<file path="config.mk">
export PLATFORM = sky130hd
export DESIGN_NAME = riscv32ima_dec
export DESIGN_NICKNAME = d
export VERILOG_FILES = /design/src/rtl/riscv32ima_dec.sv
export SDC_FILE = /design/constraint.sdc
export NUM_CORES = 2
export LEC_CHECK = 0
export CORE_ASPECT_RATIO = 1.5
export CORE_MARGIN = 4
export CORE_UTILIZATION = 45
export DETAILED_ROUTE_END_ITERATION = 6
export PLACE_DENSITY = 0.66
export SLEW_MARGIN = 20
export SYNTH_ARGS = -nofsm -noshare
export SYNTH_HDL_FRONTEND = slang
export SYNTH_HIERARCHICAL = 1
export SYNTH_SLANG_ARGS = --single-unit
export TNS_END_PERCENT = 50
</file>
<file path="constraint.sdc">
create_clock -name clk -period 4.4 [get_ports clk]
set_input_delay 0.44 -clock clk [delete_from_list [all_inputs] [get_ports clk]]
set_output_delay 0.44 -clock clk [all_outputs]
set_load 0.1 [all_outputs]
</file>
<file path="src/rtl/riscv32ima_dec.sv">
// RV32IMA decode stage: field split, immediate generation, register file read
// with writeback bypass/refresh, and a single registered output slot toward the ALU.

module riscv32ima_dec_src #(
  parameter int RAW = 5,
  parameter int RDW = 32,
  parameter int DW  = 64
) (
  input  logic           clk,
  input  logic           nrst,
  input  logic           load,
  input  logic           stall,
  input  logic [RAW-1:0] nxt_addr,
  input  logic [RDW-1:0] rf_rdata,
  input  logic           wen,
  input  logic [RAW-1:0] waddr,
  input  logic [RDW-1:0] wdata,
  output logic [RAW-1:0] addr,
  output logic [DW-1:0]  data
);
  logic wr_live;
  assign wr_live = wen && (waddr != '0);

  // A held operand keeps tracking writeback so the ALU never sees stale data.
  always_ff @(posedge clk) begin
    if (!nrst) begin
      addr <= '0;
      data <= '0;
    end else if (load) begin
      addr <= nxt_addr;
      data <= DW'((wr_live && waddr == nxt_addr) ? wdata : rf_rdata);
    end else if (stall && wr_live && waddr == addr) begin
      data <= DW'(wdata);
    end
  end
endmodule

module riscv32ima_dec #(
  parameter int ADDR_WIDTH     = 32,
  parameter int DATA_WIDTH     = 64,
  parameter int REG_ADDR_WIDTH = 5,
  parameter int REG_DATA_WIDTH = 32,
  parameter int INST_WIDTH     = 32
) (
  input  logic                      clk,
  input  logic                      nrst,
  input  logic                      fetch_valid,
  output logic                      fetch_ready,
  input  logic [ADDR_WIDTH-1:0]     fetch_pc,
  input  logic [INST_WIDTH-1:0]     fetch_inst,
  output logic                      dec_valid,
  input  logic                      dec_ready,
  output logic [6:0]                dec_opcode,
  output logic [2:0]                dec_func3_opcode,
  output logic [6:0]                dec_func7_opcode,
  output logic [REG_ADDR_WIDTH-1:0] dec_src0_addr,
  output logic [REG_ADDR_WIDTH-1:0] dec_src1_addr,
  output logic [REG_ADDR_WIDTH-1:0] dec_dst_addr,
  output logic [ADDR_WIDTH-1:0]     dec_mem_addr,
  output logic [DATA_WIDTH-1:0]     dec_src0_data,
  output logic [DATA_WIDTH-1:0]     dec_src1_data,
  output logic [DATA_WIDTH-1:0]     dec_imm_data,
  output logic                      dec_illegal,
  input  logic                      wback_pc_wen,
  input  logic [ADDR_WIDTH-1:0]     wback_pc,
  input  logic                      wback_reg_wen,
  input  logic [REG_ADDR_WIDTH-1:0] wback_reg_addr,
  input  logic [REG_DATA_WIDTH-1:0] wback_reg_data
);
  localparam int NREG = 1 << REG_ADDR_WIDTH;

  localparam logic [6:0] OPC_LOAD      = 7'h03;
  localparam logic [6:0] OPC_MISC_MEM  = 7'h0F;
  localparam logic [6:0] OPC_OP_IMM    = 7'h13;
  localparam logic [6:0] OPC_AUIPC     = 7'h17;
  localparam logic [6:0] OPC_OP_IMM_32 = 7'h1B;
  localparam logic [6:0] OPC_STORE     = 7'h23;
  localparam logic [6:0] OPC_AMO       = 7'h2F;
  localparam logic [6:0] OPC_OP        = 7'h33;
  localparam logic [6:0] OPC_LUI       = 7'h37;
  localparam logic [6:0] OPC_OP_32     = 7'h3B;
  localparam logic [6:0] OPC_BRANCH    = 7'h63;
  localparam logic [6:0] OPC_JALR      = 7'h67;
  localparam logic [6:0] OPC_JAL       = 7'h6F;
  localparam logic [6:0] OPC_SYSTEM    = 7'h73;

  typedef enum logic [2:0] {FMT_R, FMT_I, FMT_S, FMT_B, FMT_U, FMT_J, FMT_X} fmt_e;

  typedef struct packed {
    logic [6:0]                op;
    logic [2:0]                f3;
    logic [6:0]                f7;
    logic [REG_ADDR_WIDTH-1:0] dst;
    logic [ADDR_WIDTH-1:0]     pc;
    logic [DATA_WIDTH-1:0]     imm;
    logic                      ill;
  } dec_t;

  logic [REG_DATA_WIDTH-1:0] rf [NREG];
  fmt_e                      fmt;
  logic [31:0]               imm32;
  logic [6:0]                opc;
  logic [REG_ADDR_WIDTH-1:0] rs1, rs2, rd;
  logic [1:0][REG_ADDR_WIDTH-1:0] src_nxt, src_addr;
  logic [1:0][DATA_WIDTH-1:0]     src_data;
  logic [REG_ADDR_WIDTH-1:0] dst_nxt;
  dec_t                      dq, dnxt;
  logic                      xfer, load, stall;
  logic                      unused_wback_pc;

  assign unused_wback_pc = ^wback_pc;

  assign opc = fetch_inst[6:0];
  assign rs1 = fetch_inst[19:15];
  assign rs2 = fetch_inst[24:20];
  assign rd  = fetch_inst[11:7];

  always_comb begin
    fmt = FMT_X;
    case (opc)
      OPC_OP, OPC_OP_32, OPC_AMO:                       fmt = FMT_R;
      OPC_LOAD, OPC_OP_IMM, OPC_OP_IMM_32, OPC_JALR,
      OPC_MISC_MEM, OPC_SYSTEM:                         fmt = FMT_I;
      OPC_STORE:                                        fmt = FMT_S;
      OPC_BRANCH:                                       fmt = FMT_B;
      OPC_LUI, OPC_AUIPC:                               fmt = FMT_U;
      OPC_JAL:                                          fmt = FMT_J;
      default:                                          fmt = FMT_X;
    endcase
  end

  always_comb begin
    imm32 = '0;
    case (fmt)
      FMT_I: imm32 = {{20{fetch_inst[31]}}, fetch_inst[31:20]};
      FMT_S: imm32 = {{20{fetch_inst[31]}}, fetch_inst[31:25], fetch_inst[11:7]};
      FMT_B: imm32 = {{19{fetch_inst[31]}}, fetch_inst[31], fetch_inst[7],
                      fetch_inst[30:25], fetch_inst[11:8], 1'b0};
      FMT_U: imm32 = {fetch_inst[31:12], 12'b0};
      FMT_J: imm32 = {{11{fetch_inst[31]}}, fetch_inst[31], fetch_inst[19:12],
                      fetch_inst[20], fetch_inst[30:21], 1'b0};
      default: imm32 = '0;
    endcase
  end

  // Fields the format does not use read as 0 so downstream hazard logic sees no false match.
  always_comb begin
    src_nxt[0] = (fmt inside {FMT_R, FMT_I, FMT_S, FMT_B}) ? rs1 : '0;
    src_nxt[1] = (fmt inside {FMT_R, FMT_S, FMT_B})        ? rs2 : '0;
    dst_nxt    = (fmt inside {FMT_R, FMT_I, FMT_U, FMT_J}) ? rd  : '0;
  end

  always_comb begin
    dnxt.op  = opc;
    dnxt.f3  = fetch_inst[14:12];
    dnxt.f7  = fetch_inst[31:25];
    dnxt.dst = dst_nxt;
    dnxt.pc  = fetch_pc;
    dnxt.imm = {{(DATA_WIDTH-32){imm32[31]}}, imm32};
    dnxt.ill = (fetch_inst[1:0] != 2'b11) || (fmt == FMT_X);
  end

  assign fetch_ready = dec_ready | ~dec_valid;
  assign xfer        = fetch_valid & fetch_ready;
  assign load        = xfer & ~wback_pc_wen;
  assign stall       = dec_valid & ~dec_ready;

  always_ff @(posedge clk) begin
    if (!nrst) begin
      for (int i = 0; i < NREG; i++) rf[i] <= '0;
    end else if (wback_reg_wen && wback_reg_addr != '0) begin
      rf[wback_reg_addr] <= wback_reg_data;
    end
  end

  always_ff @(posedge clk) begin
    if (!nrst) begin
      dec_valid <= 1'b0;
      dq        <= '0;
    end else if (wback_pc_wen) begin
      dec_valid <= 1'b0;
    end else if (fetch_ready) begin
      dec_valid <= fetch_valid;
      if (fetch_valid) dq <= dnxt;
    end
  end

  for (genvar n = 0; n < 2; n++) begin : g_src
    riscv32ima_dec_src #(
      .RAW(REG_ADDR_WIDTH), .RDW(REG_DATA_WIDTH), .DW(DATA_WIDTH)
    ) u_src (
      .clk      (clk),
      .nrst     (nrst),
      .load     (load),
      .stall    (stall),
      .nxt_addr (src_nxt[n]),
      .rf_rdata (rf[src_nxt[n]]),
      .wen      (wback_reg_wen),
      .waddr    (wback_reg_addr),
      .wdata    (wback_reg_data),
      .addr     (src_addr[n]),
      .data     (src_data[n])
    );
  end

  assign dec_opcode       = dq.op;
  assign dec_func3_opcode = dq.f3;
  assign dec_func7_opcode = dq.f7;
  assign dec_dst_addr     = dq.dst;
  assign dec_mem_addr     = dq.pc;
  assign dec_imm_data     = dq.imm;
  assign dec_illegal      = dq.ill;
  assign dec_src0_addr    = src_addr[0];
  assign dec_src1_addr    = src_addr[1];
  assign dec_src0_data    = src_data[0];
  assign dec_src1_data    = src_data[1];
endmodule
</file>
==> impl_metrics.json <==
{
  "outcome": "complete, but fails checks",
  "failed_checks": "DRC",
  "dp_hpwl_mm": 168.7,
  "required_ns": 5.12,
  "drtAntennaViolNets": 0,
  "gr-total-overflow": 0,
  "worstPathMaxFanout": 16,
  "leakage_nw": 27.39,
  "worst_pin_slew_ns": 1.176,
  "post_cts_resized": 0,
  "rows": 170,
  "min_path_type": "primary input to flop",
  "cts_tree": "built",
  "clockBufferDepth": 3,
  "die_area_um2": 150100,
  "place_ws_ns": -0.2604,
  "fin_crit_sh_pct": 91.27,
  "cp-end-kind": "flop",
  "startpoint_type": "primary input",
  "numCtsBuffers": 114,
  "worstSetupPathType": "primary input to flop",
  "syn_area_per_cell_um2": 11.18,
  "synthFlopType": "edfxtp_1",
  "final-hold-violation-count": 0,
  "async_flop_share_pct": 0,
  "insertion_delay_ns": 0.79,
  "yosysMostFrequentCell": "edfxtp_1",
  "maxSlewViolCount": 0,
  "fmax_ghz": 0.2490,
  "synth-edff-count": 1024,
  "rsz0062_at_grt": "no",
  "yosysWarnings": 6,
  "grt_pass1_vias": 52240,
  "routed_wl_mm": 263.8,
  "postCtsHoldBufs": 0,
  "cts-htree-levels": 3,
  "max-vdd-ir-drop_uv": 323.3,
  "finClkSkew_ns": 0.04674,
  "fin_nets": 6173,
  "period_minus_slack_ns": 4.016,
  "synth_top_area_share_pct": 47.52,
  "initial_utilization_pct": 45.27,
  "first_pass_iters": 7,
  "area_growth_pct": 17.49,
  "hold_ws_ns": 0.1459,
  "path_clk_slew_ns": 0.07,
  "worst_slew_margin_rel_pct": 21.34,
  "synth_top_cell_by_area": "edfxtp_1",
  "grt_max_degree": 75,
  "die_h_um": 472.5,
  "via_per_inst": 6.574,
  "grt_pass1_wl_mm": 369.3,
  "drv_cap": 0,
  "synth_area_um2": 64710,
  "arrival_ns": 4.73,
  "io_pins": 398,
  "io_buffers": 301,
  "synth.ff_latch_count": 1186,
  "clock-sinks": 1186,
  "dieWidth_um": 317.6,
  "antenna_found_initial": 21,
  "vias": 52910,
  "drc": 2,
  "fp.coreArea_um2": 142900,
  "final_util_pct": 53.20,
  "track_usage_pct": 33.97,
  "syn_inst": 5791,
  "setup_ws_ns": 0.3842,
  "routedWlPerCell_um": 32.78,
  "gp_congestion": 0.9850,
  "ys_seq_area_share_pct": 52.53,
  "r2r_slack_ns": 1.58,
  "p_per_area_nw_per_um2": 368.0,
  "synthDistinctLibCells": 83,
  "drt_iter0_drc": 7128,
  "synth_area_leaders": "edfxtp_1, and2_1, mux2i_1",
  "setup_violations": 0,
  "cts_root_buf": "clkbuf_16",
  "synth.top_cells.by_count": "edfxtp_1, and2_1, clkbuf_1",
  "drive_gt1_share_pct": 16.56,
  "postCtsSetupBuffers": 0
}
final timing paths:
path / cells past startpoint / start / endpoint
worst max-delay path: 15 / fetch_inst[3] / g_src[0].u_src/data[5]$_SDFFE_PN0P_
worst min-delay path: 3 / nrst / g_src[0].u_src/data[0]$_SDFFE_PN0P_
worst min register to register: 2 / dec_imm_data[19]$_SDFFE_PN0P_ / dec_imm_data[19]$_SDFFE_PN0P_
worst max register to register: 10 / rf[11][0]$_SDFFCE_PN0P_ / g_src[1].u_src/data[0]$_SDFFE_PN0P_
critical path, cell delays in order:
cell	delay (ns)
clkdlybuf4s50_1	0.54
and4b_1	0.29
o211ai_4	0.21
ha_1	0.22
or3b_1	0.47
o211ai_4	0.25
buf_4	0.29
buf_12	0.25
buf_12	0.18
o21ai_1	0.07
o221ai_1	0.24
o2111ai_1	0.24
a311oi_1	0.62
mux2i_1	0.20
a21oi_1	0.18
cell families (layout without fill, tap and decap cells):
kind of cell	Yosys count	count (layout)	share of synthesized area (%)
DFF	1186	1186	52.53
muxes	620	620	12.38
and+or+nand+nor	2042	2042	16.93
other	3	118	0.01740
adders and majority gates	1	1	0.01933
AOI/OAI and AO/OA	1201	1201	12.70
buffers and inverters	716	966	5.127
xor gates and xnor gates	22	22	0.2977
area by class of cell:
type,instances,area (um^2)
fill,12280,66900
inverter,16,70.07
multi-input combinational,3982,28320
clock inverter,69,828.3
sequential,1186,33990
tap,1892,2367
clock buffer,148,3144
timing repair buffer,733,7253
antenna,22,55.05
per-layer routing:
| metal | up-vias | global-route usage (%) | wire (um) |
|---|---|---|---|
| li1 | 21720 | - | - |
| met1 | 25810 | 39.44 | 89090 |
| met2 | 4223 | 54.64 | 121100 |
| met3 | 1154 | 9.224 | 32510 |
| met4 | 2 | 23.96 | 21130 |
| met5 | - | 0 | 13 |
state kept, by name (all words and copies together), names as in the netlist:
name / count
dec_dst_addr: 5
dec_imm_data: 32
dec_func7_opcode: 7
rf: 1024
g_src.u_src/addr: 10
dec_mem_addr: 32
dec_illegal: 1
dec_func3_opcode: 3
g_src.u_src/data: 64
dec_valid: 1
dec_opcode: 7
stage by stage:
step | TNS (ns) | area (um^2) | instances | power, mW
floorplan | 0 | 65060 | 5884 | 15.86
global placement | -2.036 | 72080 | 7809 | 17.43
detailed placement | -2.363 | 72050 | 7809 | 17.49
CTS | 0 | 76020 | 8026 | 27.91
global route | 0 | 75990 | 8029 | 28.62
finish | 0 | 76040 | 8048 | 27.98
layout by cell type (no fill, tap or decap), types with 32 or more instances in the layout:
cell and n:
edfxtp_1 1024, and2_1 967, nand2_1 456, buf_4 352, mux2i_1 330, a21oi_1 292
clkdlybuf4s50_1 276, nor2_1 221, o21ai_0 177, dfxtp_1 162, mux2_2 141, mux4_2 128
clkbuf_16 116, nor3_1 104, conb_1 96, a311oi_1 90, buf_12 85, and3_1 67
a221oi_1 64, o21ai_1 63, o221ai_1 63, o211ai_1 61, nor2b_1 49, nand2b_1 40
a21boi_0 34, nand3_1 34, o31ai_1 33, o22ai_1 32, o32ai_1 32, a2111oi_0 32
nor4b_1 32, a222oi_1 32, o21ai_4 32
where the power goes:
group / switching [mW] / total, mW / internal [mW]
Combinational: 2.90 / 4.22 / 1.32
Sequential: 0.374 / 13.2 / 12.8
Clock: 4.64 / 10.6 / 5.95
Total: 7.91 / 28.0 / 20.1
Power figures use the tool's default switching activity.
